### config.mk
export PLATFORM = sky130hd
export DESIGN_NAME = shreg_pattern_gen
export DESIGN_NICKNAME = d
export VERILOG_FILES = /design/src/rtl/shreg_pkg.sv /design/src/rtl/shreg_fifo.sv /design/src/rtl/shreg_pattern_gen.sv
export SDC_FILE = /design/constraint.sdc
export NUM_CORES = 1
export LEC_CHECK = 0
export BUFFER_PORTS_ARGS = -buffer_cell sky130_fd_sc_hd__buf_2
export CORE_ASPECT_RATIO = 1.25
export CORE_MARGIN = 3
export CORE_UTILIZATION = 64
export CTS_CLUSTER_SIZE = 20
export DETAILED_ROUTE_END_ITERATION = 10
export PLACE_DENSITY = 0.91
export SYNTH_ARGS = -nofsm -noshare
export SYNTH_HDL_FRONTEND = slang
export SYNTH_HIERARCHICAL = 1
export SYNTH_SLANG_ARGS = --single-unit
### constraint.sdc
create_clock -name CLK -period 2.8 [get_ports CLK]
set_input_delay 0.28 -clock CLK [delete_from_list [all_inputs] [get_ports CLK]]
set_output_delay 0.28 -clock CLK [all_outputs]
set_load 0.05 [all_outputs]
### src/rtl/shreg_pkg.sv
// Shared types and width helpers for the multi-channel shift-register pattern generator.
// Build option: define PARITY_EN to append an even-parity bit to every serialised word.
package shreg_pkg;

   typedef enum logic [2:0] {
      IDLE  = 3'd0,
      LOAD  = 3'd1,
      SHIFT = 3'd2,
      LATCH = 3'd3,
      GAP   = 3'd4
   } state_t;

`ifdef PARITY_EN
   localparam int PAR_BITS = 1;
`else
   localparam int PAR_BITS = 0;
`endif

   // Counter width able to hold 0..n-1, never narrower than one bit.
   function automatic int cnt_w(input int n);
      return (n < 2) ? 1 : $clog2(n);
   endfunction

endpackage

### src/rtl/shreg_fifo.sv
// Word buffer for the pattern generator: power-of-two FIFO with registered ready
// and an occupancy count. Storage is not reset; only pointers and count are.
module shreg_fifo
   import shreg_pkg::*;
#(
   parameter int DW    = 16,
   parameter int DEPTH = 4
) (
   input  logic                       CLK,
   input  logic                       RST_N,
   input  logic                       wr_en,
   input  logic [DW-1:0]              wr_data,
   output logic                       wr_ready,
   input  logic                       rd_en,
   output logic [DW-1:0]              rd_data,
   output logic [$clog2(DEPTH):0]     level
);

   localparam int PW = cnt_w(DEPTH);
   localparam int LW = $clog2(DEPTH) + 1;

   logic [DW-1:0] mem [DEPTH];
   logic [PW-1:0] wr_ptr_q, rd_ptr_q;
   logic [LW-1:0] count_q, count_d;
   logic          wr_ready_q;
   logic          push, pop;

   assign push = wr_en && wr_ready_q;
   assign pop  = rd_en && (count_q != '0);

   always_comb begin
      count_d = count_q;
      if (push && !pop)
         count_d = count_q + 1'b1;
      else if (!push && pop)
         count_d = count_q - 1'b1;
   end

   always_ff @(posedge CLK) begin
      if (!RST_N) begin
         wr_ptr_q   <= '0;
         rd_ptr_q   <= '0;
         count_q    <= '0;
         wr_ready_q <= 1'b1;
      end else begin
         if (push)
            wr_ptr_q <= wr_ptr_q + 1'b1;
         if (pop)
            rd_ptr_q <= rd_ptr_q + 1'b1;
         count_q    <= count_d;
         wr_ready_q <= (count_d != LW'(DEPTH));
      end
   end

   always_ff @(posedge CLK) begin
      if (push)
         mem[wr_ptr_q] <= wr_data;
   end

   assign rd_data  = mem[rd_ptr_q];
   assign wr_ready = wr_ready_q;
   assign level    = count_q;

endmodule

### src/rtl/shreg_pattern_gen.sv
// Buffers NCH-channel words and shifts them MSB first onto parallel shift-register chains,
// followed by a latch strobe and an idle gap. Build option: PARITY_EN adds a parity bit.
module shreg_pattern_gen
   import shreg_pkg::*;
#(
   parameter int WIDTH   = 8,
   parameter int NCH     = 2,
   parameter int DEPTH   = 4,
   parameter int GAP_CYC = 2
) (
   input  logic                     CLK,
   input  logic                     RST_N,
   input  logic                     wr_valid,
   input  logic [NCH*WIDTH-1:0]     wr_data,
   output logic                     wr_ready,
   input  logic                     run,
   output logic [NCH-1:0]           sdout,
   output logic                     ENdin,
   output logic                     load_pulse,
   output logic                     busy,
   output logic [$clog2(DEPTH):0]   level
);

   localparam int SL = WIDTH + PAR_BITS;
   localparam int BW = cnt_w(SL);
   localparam int GW = cnt_w(GAP_CYC);

   state_t               state_q;
   logic [BW-1:0]        bit_q;
   logic [GW-1:0]        gap_q;
   logic [NCH-1:0]       sdout_q;
   logic                 en_q, load_q, busy_q;
   logic [SL-1:0]        shreg_q  [NCH];
   logic [SL-1:0]        load_val [NCH];
   logic [NCH*WIDTH-1:0] head;
   logic                 pop, go;

   assign pop = (state_q == LOAD);
   assign go  = run && (level != '0);

   shreg_fifo #(
      .DW    (NCH*WIDTH),
      .DEPTH (DEPTH)
   ) u_fifo (
      .CLK      (CLK),
      .RST_N    (RST_N),
      .wr_en    (wr_valid),
      .wr_data  (wr_data),
      .wr_ready (wr_ready),
      .rd_en    (pop),
      .rd_data  (head),
      .level    (level)
   );

   always_comb begin
      for (int c = 0; c < NCH; c++) begin
`ifdef PARITY_EN
         load_val[c] = {head[c*WIDTH +: WIDTH], ^head[c*WIDTH +: WIDTH]};
`else
         load_val[c] = head[c*WIDTH +: WIDTH];
`endif
      end
   end

   // Shift data path carries no reset; it is always reloaded in LOAD before use.
   always_ff @(posedge CLK) begin
      for (int c = 0; c < NCH; c++) begin
         if (state_q == LOAD)
            shreg_q[c] <= load_val[c];
         else if (state_q == SHIFT)
            shreg_q[c] <= shreg_q[c] << 1;
      end
   end

   always_ff @(posedge CLK) begin
      if (!RST_N) begin
         state_q <= IDLE;
         bit_q   <= '0;
         gap_q   <= '0;
         sdout_q <= '0;
         en_q    <= 1'b0;
         load_q  <= 1'b0;
         busy_q  <= 1'b0;
      end else begin
         sdout_q <= '0;
         en_q    <= 1'b0;
         load_q  <= 1'b0;
         case (state_q)
            IDLE: begin
               if (go) begin
                  state_q <= LOAD;
                  busy_q  <= 1'b1;
               end else begin
                  busy_q  <= 1'b0;
               end
            end
            LOAD: begin
               bit_q   <= BW'(SL-1);
               state_q <= SHIFT;
            end
            SHIFT: begin
               for (int c = 0; c < NCH; c++)
                  sdout_q[c] <= shreg_q[c][SL-1];
               en_q <= 1'b1;
               if (bit_q == '0)
                  state_q <= LATCH;
               else
                  bit_q <= bit_q - 1'b1;
            end
            LATCH: begin
               load_q <= 1'b1;
               if (GAP_CYC > 0) begin
                  state_q <= GAP;
                  gap_q   <= GW'(GAP_CYC-1);
               end else if (go) begin
                  state_q <= LOAD;
               end else begin
                  state_q <= IDLE;
                  busy_q  <= 1'b0;
               end
            end
            GAP: begin
               if (gap_q != '0) begin
                  gap_q <= gap_q - 1'b1;
               end else if (go) begin
                  state_q <= LOAD;
               end else begin
                  state_q <= IDLE;
                  busy_q  <= 1'b0;
               end
            end
            default: begin
               state_q <= IDLE;
               busy_q  <= 1'b0;
            end
         endcase
      end
   end

   assign sdout      = sdout_q;
   assign ENdin      = en_q;
   assign load_pulse = load_q;
   assign busy       = busy_q;

endmodule

# After elaboration in Yosys (flattened, before gate mapping)
# Memory sizes are Yosys's and may differ from the RTL's. A register that Yosys moved wholly into a read port is not among the register bits.
# Cells that the tools add are included.
[op_classes]
addsub = 6
n_eq_ne = 10
muxes = 27
bitwise_logic = 3
reduce_logical = 17
[op_table]
columns = ["cell", "n"]
rows = [
  ["two-way mux 3 bit", 6],
  ["two-way mux 8 bit", 2],
  ["one-hot mux 3 bit (5 select lines)", 1],
  ["two-way mux 1 bit", 13],
  ["inequality test 2 bit, second input constant", 4],
  ["equality test 3 x 2 -> 1 bit, second input constant", 2],
  ["zero test 3 bit", 2],
  ["one-hot mux 3 bit (2 select lines)", 1],
  ["AND reduction 3 bit", 2],
  ["subtractor 3 x 1 -> 3 bit, second input constant", 2],
  ["logical AND 1 bit", 5],
  ["adder 2 x 1 -> 2 bit, second input constant", 2],
  ["two-way mux 2 bit", 2],
  ["AND reduction 2 bit", 2],
  ["nonzero test 2 bit", 2],
  ["adder 3 x 1 -> 3 bit, second input constant", 1],
  ["equality test 3 x 1 -> 1 bit, second input constant", 1],
  ["equality test 3 bit, second input constant", 1],
  ["inequality test 3 bit, second input constant", 1],
  ["one-hot mux 1 bit (3 select lines)", 1],
  ["nonzero test 3 bit", 1],
  ["OR reduction 3 bit", 1],
  ["zero test 1 bit", 2],
  ["inequality test 2 x 1 -> 1 bit, second input constant", 1],
  ["other kinds (4)", 5],
]
[totals]
register_bits = 20
ramBits = 80
in_bits = 20
wordCells = 76
mem_count = 2
[mem_list]
columns = ["memory", "words", "word_bits", "rd", "rd_clocked_by_memory_dff", "wr", "line", "source"]
rows = [
  ["u_fifo.mem", 4, 16, 1, 1, 1, "shreg_fifo.sv:22", "logic [DW-1:0] mem [DEPTH];"],
  ["shreg_q", 2, 8, 2, 0, 2, "shreg_pattern_gen.sv:33", "logic [SL-1:0] shreg_q [NCH];"],
]

# Longest topological paths before layout
[depth]
word_depth = 6
depth_mapped = 6

# By module
# Netlist, hierarchy kept.
[modules_own_cells]
columns = ["module", "instances", "cells_each", "area_each_um2", "seq_area_each_um2"]
rows = [
  ["shreg_fifo", 1, 143, 2874.0, 2122.0],
  ["shreg_pattern_gen", 1, 93, 1212.4, 710.7],
]

# Least setup slack after synthesis
# Ideal clock, no wire load.
[synth_path]
path_kind = "flip-flop to flip-flop"
start = "reg u_fifo.count_q[0] (netlist: u_fifo/level[0])"
end = "reg u_fifo.count_q[0] (netlist: u_fifo/level[0])"
setup_time_ns = 0.115
arrival_ns = 1.785
t_required_ns = 2.685
setup_slack_ns = 0.900
stages_incl_launch_ff = 7
period_less_slack_ns = 1.900
cell_sequence = "dfxtp_1 -> inv_1 -> ha_1 -> nand2b_4 -> a21oi_1 -> or3_1 -> and3_1"
[synth_between]
elab_chain_len = 5
word_cells_on_any_way = 9
classes_between = "add/sub (2); mux (2); reduce/logical (5)"
[synth_lines]
columns = ["element", "line", "source"]
rows = [
  ["from (decl)", "shreg_fifo.sv:24", "logic [LW-1:0] count_q, count_d;"],
  ["from (signal assigned)", "shreg_fifo.sv:50", "count_q <= count_d;"],
  ["branches (longest 4 deep; another with subtractor 3 x 1 -> 3 bit)", "--", ""],
  ["two-way mux 3 bit *", "shreg_fifo.sv:33", "if (push && !pop)"],
]
# Mark *: on every way between the ends.
# A chain may end at the register's enable or synchronous reset.

# Worst setup path in the final report
[layout_path]
start = "reg state_q[0]"
end = "reg u_fifo.count_q[0] (netlist: u_fifo/level[0])"
[layout_between]
elab_chain_len = 5
word_cells_on_any_way = 7
classes_between = "eq/ne (1); mux (2); reduce/logical (4)"
[layout_lines]
columns = ["element", "line", "source"]
rows = [
  ["from (decl)", "shreg_pattern_gen.sv:28", "state_t state_q;"],
  ["from (signal assigned)", "shreg_pattern_gen.sv:77", "state_q <= IDLE;"],
  ["from (signal assigned)", "shreg_pattern_gen.sv:91", "state_q <= LOAD;"],
  ["from (signal assigned)", "shreg_pattern_gen.sv:99", "state_q <= SHIFT;"],
  ["equality test 3 x 1 -> 1 bit *", "shreg_pattern_gen.sv:38", "assign pop = (state_q == LOAD);"],
  ["logical AND 1 bit *", "shreg_fifo.sv:29", "assign pop = rd_en && (count_q != '0);"],
  ["logical AND 1 bit / zero test 1 bit (equally long branches)", "shreg_fifo.sv:35, shreg_fifo.sv:33", ""],
  ["two-way mux 3 bit / logical AND 1 bit (equally long branches)", "shreg_fifo.sv:35, shreg_fifo.sv:33", ""],
  ["two-way mux 3 bit *", "shreg_fifo.sv:33", ""],
]
# Mark *: on every way between the ends. The rest lies on a longest branch, timed or not.

==> reports/qor.txt <==
outcome: finished, final reports clean
post-synthesis mux area share: 10.75%
post-CTS setup buffer count: 0
nets: 298
initial antenna violation count: 0
layout cells sized above 1: 30.66%
chip width: 77.47 microns
Die ar.: 7386 sq um
drt first pass iters: 5
row cnt: 31
FF+latch area: 2833 sq um
Max-Cap Viols: 0
Remaining DRCs: 0
asr flop ratio synth: 0%
Pleak: 1.571 nW
Synth Area in Simple Gates: 8.757%
final worst slack: 0.9853 ns
post-route ant nets: 0
most common cell after layout, fill and taps aside: edfxtp_1
Post-Syn Area per Cell: 17.32 sq um
core footprint: 5973 sq um
largest net degree at the start of global routing: 24
CP arrival: 2.09 ns
routability congestion estimate: 0.7931
final hold slack: 0.1320 ns
utilization after layout: 75.03%
slew margin rel.: 46.01%
Worst-Skew Late Latency: 0.36 ns
CP max-delay cell: dfxtp_1
worst hold path class: primary input to flop
Cells after Synth: 236
startpoint class of the critical path: flop
Clock Skew: 0.01483 ns
most frequent cells in the layout: edfxtp_1, buf_2, dfxtp_1
Vias/cell: 5.966
Synth Area in Adders: 2.756%
Peak VDD IR: 0.5004 mV
FF+latch count, synth: 102
Hold Crit Endpoint: u_fifo/mem[1][0]
Req. time, crit path: 3.07 ns
WL/cell: 18.89 microns
RSZ-0062 raised after global routing: no
Sw Share: 27.89%
vias: 2124
worst-path cell chain: nor3b_4 -> buf_4 -> a21oi_1 -> or3_1 -> and3_1
reg2reg start: state_q[0]
Synth Flop Type: edfxtp_1
Top-Level Pins: 29
Resized cells post-CTS: 0
syn nets: 265
Sum Neg Setup Slack: 0 ns
drt total wl: 6724 microns
non-filler cells, final: 356
dpl hpwl: 4239 microns
port buffer count: 28
R2R depth: 5
Comb pwr share: 17.0%
Initial Util: 68.41%
global-route wire length before repair: 11160 microns
Clk pin slew, worst setup/hold paths: 0.11 ns
CTS Buffer Depth: 2
FILL cells: 365
placed cells: 340
CTS tree: done
FF-to-FF End: u_fifo/level[0]
clk root buf: clkbuf_8
clk sinks: 102
slowest stage delay, CP: 0.53 ns
Netlist cell types: 48
Chip Height: 95.34 microns
cell area power density: 738.5 nW/um^2
Mapped Area: 4086 sq um
Hold Vio Cnt, Final: 0
initial DRC count: 78
fin. max-slew vios: 0
Crit. End Element: flop
Hold Path Origin: wr_data[0]
reg-to-reg setup timing slack: 0.99 ns
Post-synth EDFFs: 79
Flop pwr share: 57.0%
Post-CTS Hold Buffers: 0
area grow syn2layout: 9.675%
critical path peak fanout: 18
vias in the first global route: 2224
CTS buffer count: 9
main combinational cell family by area after synthesis: multiplexers
footprint of the multi-input gates: 1166 sq um
Synth Area in Compound Gates: 5.634%
CP Class: flop to flop
Yosys warning count: 6
worst-margin pin slew: 0.8087 ns
GRT Resource Usage Total: 20.58%
fin crit share: 64.81%
Final min period: 1.815 ns
# setup viols final: 0
Int Power: 0.002387 W
H-tree depth: 3
hold depth: 1
NetSw: 0.0009230 W
Clock power frac: 26.1%
worst slack, placed: 1.012 ns
antenna cells: 0
timing-limited maximum frequency: 0.5510 GHz
sequential fraction of the synthesis area: 69.32%
XOR/XNOR Fraction of Synth Area: 0.6430%
GRT overflow: 0
[metal layers]
layer / vias up / GRT usage, % / wire length (microns)
li1: 988 / - / -
met3: 4 / 5.577 / 319
met4: 0 / 7.715 / 49
met2: 56 / 35.30 / 3534
met5: - / 0 / 0
met1: 1076 / 25.25 / 2820
[per-stage QoR]
stage,area [sq um],power [W]
detailed placement,4294,0.002477
global placement,4294,0.002450
global route,4482,0.003482
CTS,4482,0.003344
floorplan,4086,0.002334
finish,4482,0.003310
[cells by family (layout without fill, tap and decap cells)]
| group | after synthesis | after routing |
|---|---|---|
| flip-flops | 102 | 102 |
| adder cells (fa/ha/maj) | 9 | 9 |
| multiplexers | 23 | 23 |
| AND/OR/NAND/NOR | 52 | 52 |
| AO/OA/AOI/OAI | 30 | 30 |
| XOR/XNOR | 3 | 3 |
| buffers and inverters | 17 | 55 |
[final cells by class]
type | instances | area share (%)
flip-flops and latches | 102 | 63.20
multi-input cells | 117 | 26.02
repair buffers | 31 | 3.629
clock buffers | 9 | 2.764
well taps | 82 | 2.289
clock inverters | 7 | 1.424
inverters | 8 | 0.6700
[synth_stat cells (2+ instances only)]
master | number | area share, %
a211oi_1 | 3 | 0.55
a21boi_0 | 2 | 0.37
a21oi_1 | 4 | 0.49
a22o_1 | 8 | 1.7
and2_1 | 7 | 1.1
and3_1 | 4 | 0.61
and3_2 | 4 | 0.73
and3_4 | 2 | 0.55
buf_2 | 4 | 0.49
buf_4 | 3 | 0.55
dfxtp_1 | 23 | 11
edfxtp_1 | 79 | 58
ha_1 | 9 | 2.8
inv_1 | 8 | 0.73
mux2_2 | 7 | 1.9
mux4_2 | 16 | 8.8
nand2_1 | 3 | 0.28
nand2b_4 | 2 | 0.67
nand3_1 | 4 | 0.49
nand4_1 | 2 | 0.31
nor2_1 | 8 | 0.73
nor3b_4 | 2 | 0.92
o211ai_1 | 2 | 0.37
o21ai_0 | 2 | 0.24
or3_1 | 2 | 0.31
or3b_1 | 2 | 0.43
xnor2_1 | 3 | 0.64
[critical path: cells and delay by family (launching register included)]
family / cells / cell delay (ns)
and+or+nand+nor: 3 / 0.77
DFF: 1 / 0.53
buffers and inverters: 1 / 0.27
AOI/OAI and AO/OA: 1 / 0.15
[power groups by stage]
stage | registers, W | clock network, W | logic (W)
2_1_floorplan | 0.00194 | 0 | 0.000395
3_3_place_gp | 0.00191 | 0 | 0.000538
3_5_place_dp | 0.00192 | 0 | 0.000558
4_1_cts | 0.00189 | 0.000892 | 0.000565
5_1_grt | 0.00190 | 0.000960 | 0.000619
6_report | 0.00189 | 0.000862 | 0.000562
[sequential cells by signal, summed over array words and instances, names as in the netlist, 2 cells and up, named ones only]
signal	flops
state_q	3
sdout	2
u_fifo/wr_ptr_q	2
u_fifo/mem	64
shreg_q	16
bit_q	3
u_fifo/level	3
u_fifo/rd_ptr_q	2
[worst max path at each step]
stage | from | to | slack [ns]
5_1_grt | state_q[1] | shreg_q[1][5] | 0.87
2_1_floorplan | u_fifo/level[0] | u_fifo/level[0] | 0.90
3_5_place_dp | state_q[1] | shreg_q[0][1] | 1.01
3_3_place_gp | flop | shreg_q[0][7] | 1.04
4_1_cts | state_q[1] | shreg_q[1][5] | 0.98
6_report | state_q[0] | u_fifo/level[0] | 0.99
No activity file was read; power rests on OpenSTA's default activity.
